--- config.mk ---
export PLATFORM = sky130hd
export DESIGN_NAME = pipeline_ctrl_flat
export DESIGN_NICKNAME = d
export VERILOG_FILES = /design/src/rtl/pipeline_ctrl_pkg.sv /design/src/rtl/pipeline_ctrl_if.sv /design/src/rtl/pipe_mc_timer.sv /design/src/rtl/pipeline_ctrl.sv /design/src/flat_wrapper.sv
export SDC_FILE = /design/constraint.sdc
export NUM_CORES = 1
export LEC_CHECK = 0
export ABC_AREA = 1
export BUFFER_PORTS_ARGS = -buffer_cell sky130_fd_sc_hd__buf_2
export CAP_MARGIN = 25
export CORE_MARGIN = 4
export CORE_UTILIZATION = 37
export CTS_BUF_LIST = sky130_fd_sc_hd__clkbuf_2 sky130_fd_sc_hd__clkbuf_4 sky130_fd_sc_hd__clkbuf_8
export DETAILED_ROUTE_END_ITERATION = 8
export HOLD_SLACK_MARGIN = 0.08
export PLACE_DENSITY = 0.81
export SYNTH_ARGS = -nofsm -noshare
export SYNTH_HDL_FRONTEND = slang
export SYNTH_SLANG_ARGS = --single-unit
--- constraint.sdc ---
create_clock -name clk -period 1.4 [get_ports clk]
set_input_delay 0.07 -clock clk [delete_from_list [all_inputs] [get_ports clk]]
set_output_delay 0.07 -clock clk [all_outputs]
set_load 0.1 [all_outputs]
--- src/rtl/pipeline_ctrl_pkg.sv ---
// Shared types and constants for the pipeline stall/flush scheduler.
// Stall masks are contiguous from bit 0 so a held stage always holds every earlier stage.
package pipeline_ctrl_pkg;

    localparam int          CNT_W_DEF      = 6;
    localparam logic [31:0] EXC_VECTOR_DEF = 32'h0000_0020;
    localparam logic [31:0] EXCP_ERET      = 32'h0000_000e;
    localparam logic [31:0] ZERO_WORD      = 32'h0000_0000;

    localparam logic [5:0]  STALL_NONE     = 6'b000000;
    localparam logic [5:0]  STALL_ID       = 6'b000111;
    localparam logic [5:0]  STALL_EX       = 6'b001111;

    typedef enum logic {
        PC_RUN    = 1'b0,
        PC_EXBUSY = 1'b1
    } pc_state_t;

endpackage

--- src/rtl/pipeline_ctrl_if.sv ---
// Request/response bundle between the pipeline stages and the stall/flush scheduler.
interface pipeline_ctrl_if #(parameter int CNT_W = 6);
    logic             stallreq_id;
    logic             ex_mc_req;
    logic [CNT_W-1:0] ex_mc_len;
    logic             excp_valid;
    logic [31:0]      excp_type;
    logic [31:0]      cp0_epc;
    logic [5:0]       stall;
    logic             flush;
    logic [31:0]      new_pc;
    logic             ex_mc_done;
    logic             ex_mc_abort;

    modport master (
        output stallreq_id, ex_mc_req, ex_mc_len, excp_valid, excp_type, cp0_epc,
        input  stall, flush, new_pc, ex_mc_done, ex_mc_abort
    );

    modport slave (
        input  stallreq_id, ex_mc_req, ex_mc_len, excp_valid, excp_type, cp0_epc,
        output stall, flush, new_pc, ex_mc_done, ex_mc_abort
    );
endinterface

--- src/rtl/pipe_mc_timer.sv ---
// EX multi-cycle busy counter: clear beats load beats decrement; never decrements past zero.
module pipe_mc_timer #(
    parameter int CNT_W = 6
) (
    input  logic             clk,
    input  logic             rst,
    input  logic             clr,
    input  logic             load,
    input  logic [CNT_W-1:0] load_val,
    input  logic             dec,
    output logic [CNT_W-1:0] cnt,
    output logic             zero
);
    logic [CNT_W-1:0] cnt_reg;

    always_ff @(posedge clk) begin
        if (rst || clr) begin
            cnt_reg <= '0;
        end else if (load) begin
            cnt_reg <= load_val;
        end else if (dec && (cnt_reg != '0)) begin
            cnt_reg <= cnt_reg - CNT_W'(1);
        end
    end

    assign cnt  = cnt_reg;
    assign zero = (cnt_reg == '0);
endmodule

--- src/rtl/pipeline_ctrl.sv ---
// Central stall/flush scheduler: merges ID hazards, EX multi-cycle ops and exceptions/eret
// into one stall vector and flush strobe for all pipeline registers.
module pipeline_ctrl
    import pipeline_ctrl_pkg::*;
#(
    parameter int          CNT_W      = CNT_W_DEF,
    parameter logic [31:0] EXC_VECTOR = EXC_VECTOR_DEF
) (
    input  logic           clk,
    input  logic           rst,
    pipeline_ctrl_if.slave bus
);
    pc_state_t        state_reg, state_next;
    logic             tmr_clr, tmr_load, tmr_dec, tmr_zero;
    logic [CNT_W-1:0] tmr_cnt;
    logic [5:0]       stall_next;
    logic             flush_next, done_next, abort_next;
    logic [31:0]      new_pc_next, excp_target;

    pipe_mc_timer #(.CNT_W(CNT_W)) u_timer (
        .clk      (clk),
        .rst      (rst),
        .clr      (tmr_clr),
        .load     (tmr_load),
        .load_val (bus.ex_mc_len - CNT_W'(2)),
        .dec      (tmr_dec),
        .cnt      (tmr_cnt),
        .zero     (tmr_zero)
    );

    assign excp_target = (bus.excp_type == EXCP_ERET) ? bus.cp0_epc : EXC_VECTOR;

    always_ff @(posedge clk) begin
        if (rst) begin
            state_reg <= PC_RUN;
        end else begin
            state_reg <= state_next;
        end
    end

    always_comb begin
        state_next  = state_reg;
        stall_next  = STALL_NONE;
        flush_next  = 1'b0;
        new_pc_next = ZERO_WORD;
        done_next   = 1'b0;
        abort_next  = 1'b0;
        tmr_clr     = 1'b0;
        tmr_load    = 1'b0;
        tmr_dec     = 1'b0;
        if (rst) begin
            state_next = PC_RUN;
        end else begin
            unique case (state_reg)
                PC_RUN: begin
                    if (bus.excp_valid) begin
                        flush_next  = 1'b1;
                        new_pc_next = excp_target;
                    end else if (bus.ex_mc_req) begin
                        // Ops of length 0/1 finish in the request cycle and need no hold.
                        if (bus.ex_mc_len >= CNT_W'(2)) begin
                            stall_next = STALL_EX;
                            tmr_load   = 1'b1;
                            state_next = PC_EXBUSY;
                        end else begin
                            done_next  = 1'b1;
                        end
                    end else if (bus.stallreq_id) begin
                        stall_next = STALL_ID;
                    end
                end
                PC_EXBUSY: begin
                    if (bus.excp_valid) begin
                        flush_next  = 1'b1;
                        new_pc_next = excp_target;
                        abort_next  = 1'b1;
                        tmr_clr     = 1'b1;
                        state_next  = PC_RUN;
                    end else if (!tmr_zero) begin
                        stall_next = STALL_EX;
                        tmr_dec    = 1'b1;
                    end else begin
                        done_next  = 1'b1;
                        stall_next = bus.stallreq_id ? STALL_ID : STALL_NONE;
                        state_next = PC_RUN;
                    end
                end
                default: state_next = PC_RUN;
            endcase
        end
    end

    assign bus.stall       = stall_next;
    assign bus.flush       = flush_next;
    assign bus.new_pc      = new_pc_next;
    assign bus.ex_mc_done  = done_next;
    assign bus.ex_mc_abort = abort_next;
endmodule

--- src/flat_wrapper.sv ---
// flat-port wrapper written by rule: the top's interface ports become plain ports
module pipeline_ctrl_flat import pipeline_ctrl_pkg::*;
#(
    parameter int          CNT_W      = CNT_W_DEF,
    parameter logic [31:0] EXC_VECTOR = EXC_VECTOR_DEF
)
  (clk, rst, bus_stallreq_id, bus_ex_mc_req, bus_ex_mc_len, bus_excp_valid, bus_excp_type, bus_cp0_epc, bus_stall, bus_flush, bus_new_pc, bus_ex_mc_done, bus_ex_mc_abort);
  pipeline_ctrl_if #(.CNT_W(CNT_W)) bus_i ();
  input  logic clk;
  input  logic rst;
  input wire logic [$bits(bus_i.stallreq_id)-1:0] bus_stallreq_id;
  input wire logic [$bits(bus_i.ex_mc_req)-1:0] bus_ex_mc_req;
  input wire logic [$bits(bus_i.ex_mc_len)-1:0] bus_ex_mc_len;
  input wire logic [$bits(bus_i.excp_valid)-1:0] bus_excp_valid;
  input wire logic [$bits(bus_i.excp_type)-1:0] bus_excp_type;
  input wire logic [$bits(bus_i.cp0_epc)-1:0] bus_cp0_epc;
  output wire logic [$bits(bus_i.stall)-1:0] bus_stall;
  output wire logic [$bits(bus_i.flush)-1:0] bus_flush;
  output wire logic [$bits(bus_i.new_pc)-1:0] bus_new_pc;
  output wire logic [$bits(bus_i.ex_mc_done)-1:0] bus_ex_mc_done;
  output wire logic [$bits(bus_i.ex_mc_abort)-1:0] bus_ex_mc_abort;
  assign bus_i.stallreq_id = bus_stallreq_id;
  assign bus_i.ex_mc_req = bus_ex_mc_req;
  assign bus_i.ex_mc_len = bus_ex_mc_len;
  assign bus_i.excp_valid = bus_excp_valid;
  assign bus_i.excp_type = bus_excp_type;
  assign bus_i.cp0_epc = bus_cp0_epc;
  assign bus_stall = bus_i.stall;
  assign bus_flush = bus_i.flush;
  assign bus_new_pc = bus_i.new_pc;
  assign bus_ex_mc_done = bus_i.ex_mc_done;
  assign bus_ex_mc_abort = bus_i.ex_mc_abort;
  pipeline_ctrl #(.CNT_W(CNT_W), .EXC_VECTOR(EXC_VECTOR)) u_core (.clk(clk), .rst(rst), .bus(bus_i));
endmodule
==> results of run 1 <==
-- kinds of logic after synthesis --
family | after synthesis | synth area share, %
DFF | 7 | 12.4
buffers and inverters | 36 | 14.9
and+or+nand+nor | 168 | 64.9
AOI/OAI and AO/OA | 8 | 4.52
xor gates and xnor gates | 1 | 0.773
adders and majority gates | 2 | 2.21
other | 1 | 0.331
-- through the flow --
step	setup WS, ns	std cells	utilization (%)	cell area, um^2
after floorplan	-0.255	224	-	1440
after global placement	0.105	359	90.3	2580
after detailed placement	0.0504	359	90.3	2580
after CTS	-0.0543	369	94.3	2690
-- timing repair --
item	CTS
pin swaps	5
gates resized for setup	8
setup buffers	6
setup endpoints to repair	5
==> qor.txt, run 1 <==
status -> aborted with a tool error
last stage reached -> 5_1_grt
tool error -> [ERROR DPL-0038] Utilization greater than 100%, impossible to legalize
Synth area leaders -> nor2_1, nand2_1, dfxtp_1
main flop type after synthesis -> dfxtp_1
Placer Congestion -> 0.891
Die Ht -> 63.4 um
synthesized instance count -> 223
die span in x -> 63.4 um
mapped cell area -> 1130 um^2
dpl hpwl -> 4820 um
Port Buf Inserts -> 113
CTS Buffer Depth -> 2
total CTS buffers -> 3
H-tree depth -> 1
post-synth top area share -> 23.2%
Post-synth EDFFs -> 0
worst endpoint after global-route timing repair -> bus_stall[2]
Commonest cells post-synth -> nor2_1, nand2_1, inv_1, nand3_1, dfxtp_1
TritonCTS Sinks -> 7
Seq/Total Area, Yosys -> 12.4%
Initial Util -> 39.7%
IO Count -> 116
synthesis-stage register bit count -> 7
CTS hold repair buffers -> 0
Synth async-reset ratio -> 0%
Unique masters post-synth -> 26
largest net degree at the start of global routing -> 34
Site Rows -> 19
CTS root buf -> clkbuf_4
count leader, synth -> nor2_1
Synth Warn # -> 0
cell taking the most area after synthesis -> nor2_1
worst_ep kind -> output port
Syn Area/Cell -> 5.08 um^2
==> run 2, diff against run 1 <==
--- a/config.mk
+++ b/config.mk
@@ -8,12 +8,10 @@
 export ABC_AREA = 1
 export BUFFER_PORTS_ARGS = -buffer_cell sky130_fd_sc_hd__buf_2
 export CAP_MARGIN = 25
-export CORE_MARGIN = 4
-export CORE_UTILIZATION = 37
-export CTS_BUF_LIST = sky130_fd_sc_hd__clkbuf_2 sky130_fd_sc_hd__clkbuf_4 sky130_fd_sc_hd__clkbuf_8
+export CORE_AREA = 4 4 65 67
 export DETAILED_ROUTE_END_ITERATION = 8
-export HOLD_SLACK_MARGIN = 0.08
-export PLACE_DENSITY = 0.81
+export DIE_AREA = 0 0 69 71
+export PLACE_DENSITY_LB_ADDON = 0.15
 export SYNTH_ARGS = -nofsm -noshare
 export SYNTH_HDL_FRONTEND = slang
 export SYNTH_SLANG_ARGS = --single-unit
==> run 2 against run 1 <==
Compared with the run above:
- the flow now finishes, with violations (setup timing)
- synthesized area unchanged
- synthesized cell count did not move
==> qor.txt, run 2 <==
Final ANT Viol Nets -> 0
drt first pass iters -> 4
crit path max fanout -> 3
Post-synth EDFFs -> 0
# diodes -> 0
critical path class -> register to primary output
main flop type after synthesis -> dfxtp_1
H-tree depth -> 1
synthesis-stage register bit count -> 7
count leader, synth -> nor2_1
met2 routed WL -> 2790 um
Synth async-reset ratio -> 0%
aggregate global routing overflow -> 0
worst hold slack -> 0.172 ns
crit share post-route -> 102%
CTS hold repair buffers -> 0
Startpoint Class -> register
f_max -> 698 MHz
Max VDD drop -> 0.000568 V
Synth area leaders -> nor2_1, nand2_1, dfxtp_1
fillers -> 269
DR iter-0 viols -> 85
minimum clock period -> 1.43 ns
CTS root buf -> clkbuf_8
RSZ-0062 raised after global routing -> true
Seq/Total Area, Yosys -> 12.4%
CP peak stage delay -> 0.34 ns
cell taking the most area after synthesis -> nor2_1
DR top layer -> met4
DIE AREA -> 4900 um^2
Final WS setup -> -0.0336 ns
gr usage total -> 19.5%
delay-heaviest family, CP -> simple AND/OR/NAND/NOR gates
vias in the first global route -> 1,639
DRC viols -> 0
Layout Utilization -> 75.6%
Syn Area/Cell -> 5.08 um^2
total CTS buffers -> 3
Hold Path Depth -> 5
Unique masters post-synth -> 26
fin cells -> 391
Syn-to-layout area delta -> 142%
Initial Util -> 31.2%
Synth Warn # -> 0
Placer Congestion -> 0.838
Worst Reg-to-Reg Cells -> 9
max cap viols -> 0
CP Capture Type -> primary output
largest net degree at the start of global routing -> 33
TritonCTS Sinks -> 7
dpl hpwl -> 4360 um
synthesized instance count -> 223
failing checks -> setup timing
commonest non-fill, non-tap cell in the layout -> buf_2
drt total wl -> 5330 um
Buf/Inv on CP -> 2
Routed WL per cell -> 13.6 um
setup violators final -> 3
worst skew pair latency -> 0.23 ns
CTS Buffer Depth -> 2
Leakage -> 1.22 nW
Port Buf Inserts -> 113
DR vias/cell -> 4.58
antenna violations before repair -> 0
commonest cells after routing, fill and taps aside -> buf_2, nand2_1, buf_12, nor2_1, nor2_4
CP Cell Sequence -> inv_2, ha_4, nand3_4, nor3_4, nor2_4, buf_12
layout cells sized above 1 -> 57.1%
post-synth top area share -> 23.2%
fin nets -> 421
Die Ht -> 71 um
die span in x -> 69 um
CTS tree -> yes
cell area after layout -> 2750 um^2
max-slew violations -> 0
status -> finished with violations
Post-Place Cells -> 377
Req. time, crit path -> 1.33 ns
Hold Crit Class -> input port to register
max FFs per register -> 6
Cell Pwr Density -> 446 nW/um^2
Worst path slowest cell -> dfxtp_2
Setup Total Neg Slack -> -0.0960 ns
Core Area -> 3630 um^2
Site Rows -> 22
Reg clk slew, reported paths -> 0.05 ns
mapped cell area -> 1130 um^2
IO Count -> 116
Hold Fails Final Rpt -> 0
placed inst area -> 2590 um^2
Commonest cells post-synth -> nor2_1, nand2_1, inv_1, nand3_1, dfxtp_1
first-pass GRT wire length -> 7940 um
critical path depth -> 6
via count -> 1,790
Worst EP arrival -> 1.36 ns
routed wl met3 -> 326 um
wl on met1 -> 2150 um
Clock Skew -> 0.00726 ns
==> run 2: cell counts after synthesis <==
No cell type changed its count.
==> run 2: what timing repair did <==
| action | 4_1_cts | 5_1_grt |
|---|---|---|
| setup buffers | 2 | 6 |
| endpoints found under the setup margin | 5 | 11 |
| pin swaps | 1 | 3 |
| gates resized for setup | 2 | 5 |
| hold endpoints to repair | 0 | 0 |
| cloned | 0 | 2 |
==> run 2: logic make-up after synthesis <==
family	after synthesis	synth area share, %
buffers and inverters	36	14.9
AO/OA/AOI/OAI	8	4.52
XOR/XNOR	1	0.773
flip-flops	7	12.4
adder cells (fa/ha/maj)	2	2.21
AND/OR/NAND/NOR	168	64.9
other	1	0.331
==> run 2: final timing paths <==
kind | startpoint | to | slack (ns)
worst min-delay path | bus_ex_mc_len[0] | u_core.u_timer.cnt[0]$_SDFFE_PP0P_ | 0.17
worst max-delay path | u_core.u_timer.cnt[1]$_SDFFE_PP0P_ | bus_stall[1] | -0.03
worst min register to register | u_core.u_timer.cnt[3]$_SDFFE_PP0P_ | u_core.u_timer.cnt[3]$_SDFFE_PP0P_ | 0.53
worst max register to register | u_core.u_timer.cnt[1]$_SDFFE_PP0P_ | u_core.u_timer.cnt[0]$_SDFFE_PP0P_ | 0.06
==> run 2: metal layers <==
metal  vias up  GRT usage [%]
met5         -              0
met4         0           3.25
met3         6           3.27
met2        78           36.4
met1       799           23.5
li1        907              -
==> run 2: cell type report <==
type	instances	area (um^2)	area share, %
timing repair buffer	126	1270	46.4
tap	48	60.1	2.19
sequential	7	145	5.28
multi-input combinational	181	1120	40.9
clock buffer	4	45.0	1.64
inverter	25	98.8	3.60
==> run 2: worst min-delay path: cells and delay by family <==
family / cells / cell delay [ns]
simple gates: 4 / 0.21
buf+inv: 1 / 0.08
==> run 2: metrics by stage <==
| stage | setup WS [ns] | power (W) |
|---|---|---|
| after CTS | -0.0213 | 0.00120 |
| after global placement | 0.121 | 0.000864 |
| final | -0.0336 | 0.00123 |
| after detailed placement | 0.0696 | 0.000883 |
| after global routing | -0.0552 | 0.00130 |
| after floorplan | -0.255 | 0.000683 |
==> run 2: where the power goes <==
group	total [W]	leakage (nW)	internal, W	switching [W]
clock	0.000297	0.0228	0.000198	0.0000985
combinational	0.000680	1.14	0.000274	0.000406
sequential	0.000249	0.0591	0.000223	0.0000256
total	0.00123	1.22	0.000696	0.000530
(Power assumes the default switching activity.)
==> run 3, diff against run 2 <==
--- a/config.mk
+++ b/config.mk
@@ -8,9 +8,9 @@
 export ABC_AREA = 1
 export BUFFER_PORTS_ARGS = -buffer_cell sky130_fd_sc_hd__buf_2
 export CAP_MARGIN = 25
-export CORE_AREA = 4 4 65 67
+export CORE_AREA = 2 2 63 65
 export DETAILED_ROUTE_END_ITERATION = 8
-export DIE_AREA = 0 0 69 71
+export DIE_AREA = 0 0 65 67
 export PLACE_DENSITY_LB_ADDON = 0.15
 export SYNTH_ARGS = -nofsm -noshare
 export SYNTH_HDL_FRONTEND = slang
==> constraint.sdc (replaced) <==
create_clock -name clk -period 1.4 [get_ports clk]
set_input_delay 0 -clock clk [delete_from_list [all_inputs] [get_ports clk]]
set_output_delay 0 -clock clk [all_outputs]
set_load 0.1 [all_outputs]
==> run 3 against run 2 <==
Compared with the run above:
- the flow now finishes without violations
- combinational power is 4.0% lower
- setup slack better by 0.069 ns
- critical path type unchanged
- largest cell class unchanged
- core utilization is 5.2 points lower
==> qor.txt, run 3 (synthesis gave the netlist of run 2 again) <==
Port Buf Inserts -> 113
Max VDD drop -> 0.000661 V
Critical Path Sink -> bus_stall[3]
crit share post-route -> 97.4%
FF-to-FF End -> u_core.u_timer.cnt[5]$_SDFFE_PP0P_
Hold Fails Final Rpt -> 0
vias in the first global route -> 1,627
drt first pass iters -> 4
Routed WL per cell -> 12.1 um
crit path max fanout -> 13
IO Count -> 116
Placer Congestion -> 0.857
fillers -> 311
Initial Util -> 31.4%
DIE AREA -> 4360 um^2
antenna violations before repair -> 0
Site Rows -> 22
Setup crit start -> u_core.state_reg$_SDFF_PP0_
via count -> 1,684
RSZ-0062 raised after global routing -> true
first-pass GRT wire length -> 7510 um
Clock Skew -> 0.000661 ns
commonest non-fill, non-tap cell in the layout -> buf_2
worst skew pair latency -> 0.24 ns
layout cells sized above 1 -> 49.2%
gr usage total -> 22.3%
total CTS buffers -> 3
H-tree depth -> 1
dpl hpwl -> 3840 um
Req. time, crit path -> 1.40 ns
CP Capture Type -> primary output
fin nets -> 411
TritonCTS Sinks -> 7
max FFs per register -> 6
Setup Total Neg Slack -> 0 ns
CTS tree -> yes
Core Area -> 3610 um^2
Leakage -> 1.17 nW
Reg clk slew, reported paths -> 0.04 ns
minimum clock period -> 1.36 ns
Worst EP arrival -> 1.36 ns
setup violators final -> 0
# diodes -> 0
aggregate global routing overflow -> 0
Final ANT Viol Nets -> 0
largest net degree at the start of global routing -> 34
max cap viols -> 0
Startpoint Class -> register
DR vias/cell -> 4.42
DR iter-0 viols -> 91
CTS hold repair buffers -> 0
status -> completed
DRC viols -> 0
Die Ht -> 67 um
Cell Pwr Density -> 474 nW/um^2
drt total wl -> 4610 um
max-slew violations -> 0
Hold Crit Class -> input port to register
r2r setup slk -> 0.11 ns
CTS Buffer Depth -> 2
cell area after layout -> 2540 um^2
Syn-to-layout area delta -> 124%
Worst Reg-to-Reg Cells -> 9
f_max -> 733 MHz
critical path class -> register to primary output
Reg2Reg Launch Point -> u_core.state_reg$_SDFF_PP0_
CTS root buf -> clkbuf_8
die span in x -> 65 um
placed inst area -> 2450 um^2
commonest cells after routing, fill and taps aside -> buf_2, nand2_1, nor2_1, buf_12, inv_1
-- run 3: cell types whose count changed in the layout (fill, tap and decap cells not counted), sizes merged --
| cell | delta |
|---|---|
| clkbuf | -1 |
| buf | -9 |
-- run 3: through the flow --
stage               instances  power, W  hold slack [ns]  setup WS [ns]  util (%)
detailed placement        376  0.000869            0.332          0.117      68.0
global placement          376  0.000860            0.296          0.148      68.0
floorplan                 224  0.000674            0.204         -0.435         -
CTS                       380   0.00118           0.0907         0.0109      69.5
finish                    381   0.00120           0.0777         0.0358      70.4
global route              381   0.00128            0.130        -0.0399      70.4
-- run 3: worst max-delay path, stage by stage (launching register included) --
cell and delay, ns:
dfxtp_2 0.35, inv_2 0.13, nand2_4 0.07, nor2_4 0.16, nand2_8 0.12, nand2_8 0.12
buf_12 0.17
-- run 3: how the worst min path moves through the flow --
stage	from	endpoint	slack [ns]	depth (start not counted)
finish	bus_ex_mc_len[0]	u_core.u_timer.cnt[0]$_SDFFE_PP0P_	0.08	5
floorplan	bus_ex_mc_len[0]	u_core.u_timer.cnt[0]$_SDFFE_PP0P_	0.20	4
CTS	bus_ex_mc_len[0]	u_core.u_timer.cnt[0]$_SDFFE_PP0P_	0.09	5
global route	bus_ex_mc_len[0]	u_core.u_timer.cnt[0]$_SDFFE_PP0P_	0.13	5
global placement	bus_ex_mc_len[0]	u_core.u_timer.cnt[0]$_SDFFE_PP0P_	0.30	5
detailed placement	bus_ex_mc_len[0]	u_core.u_timer.cnt[0]$_SDFFE_PP0P_	0.33	5
-- run 3: what timing repair did --
| item | CTS | global route |
|---|---|---|
| setup buffers | 0 | 1 |
| setup endpoints to repair | 1 | 5 |
| gates resized for setup | 1 | 5 |
-- run 3: layer usage --
layer	routed length [um]	track usage, %
met2	2360	42.7
met1	1840	24.1
met5	0	0
met4	74	5.85
met3	337	5.74
-- run 3: area by class of cell --
cell class | count | area [um^2] | share of cell area, %
sequential | 7 | 145 | 5.72
clock buffer | 4 | 45.0 | 1.77
inverter | 25 | 96.3 | 3.79
tap | 48 | 60.1 | 2.37
multi-input combinational | 181 | 993 | 39.1
timing repair buffer | 116 | 1200 | 47.2
-- run 3: where the power goes --
group / total, W / switching (W) / internal, W
registers: 0.000248 / 0.0000247 / 0.000223
logic: 0.000653 / 0.000391 / 0.000262
clock network: 0.000301 / 0.000103 / 0.000198
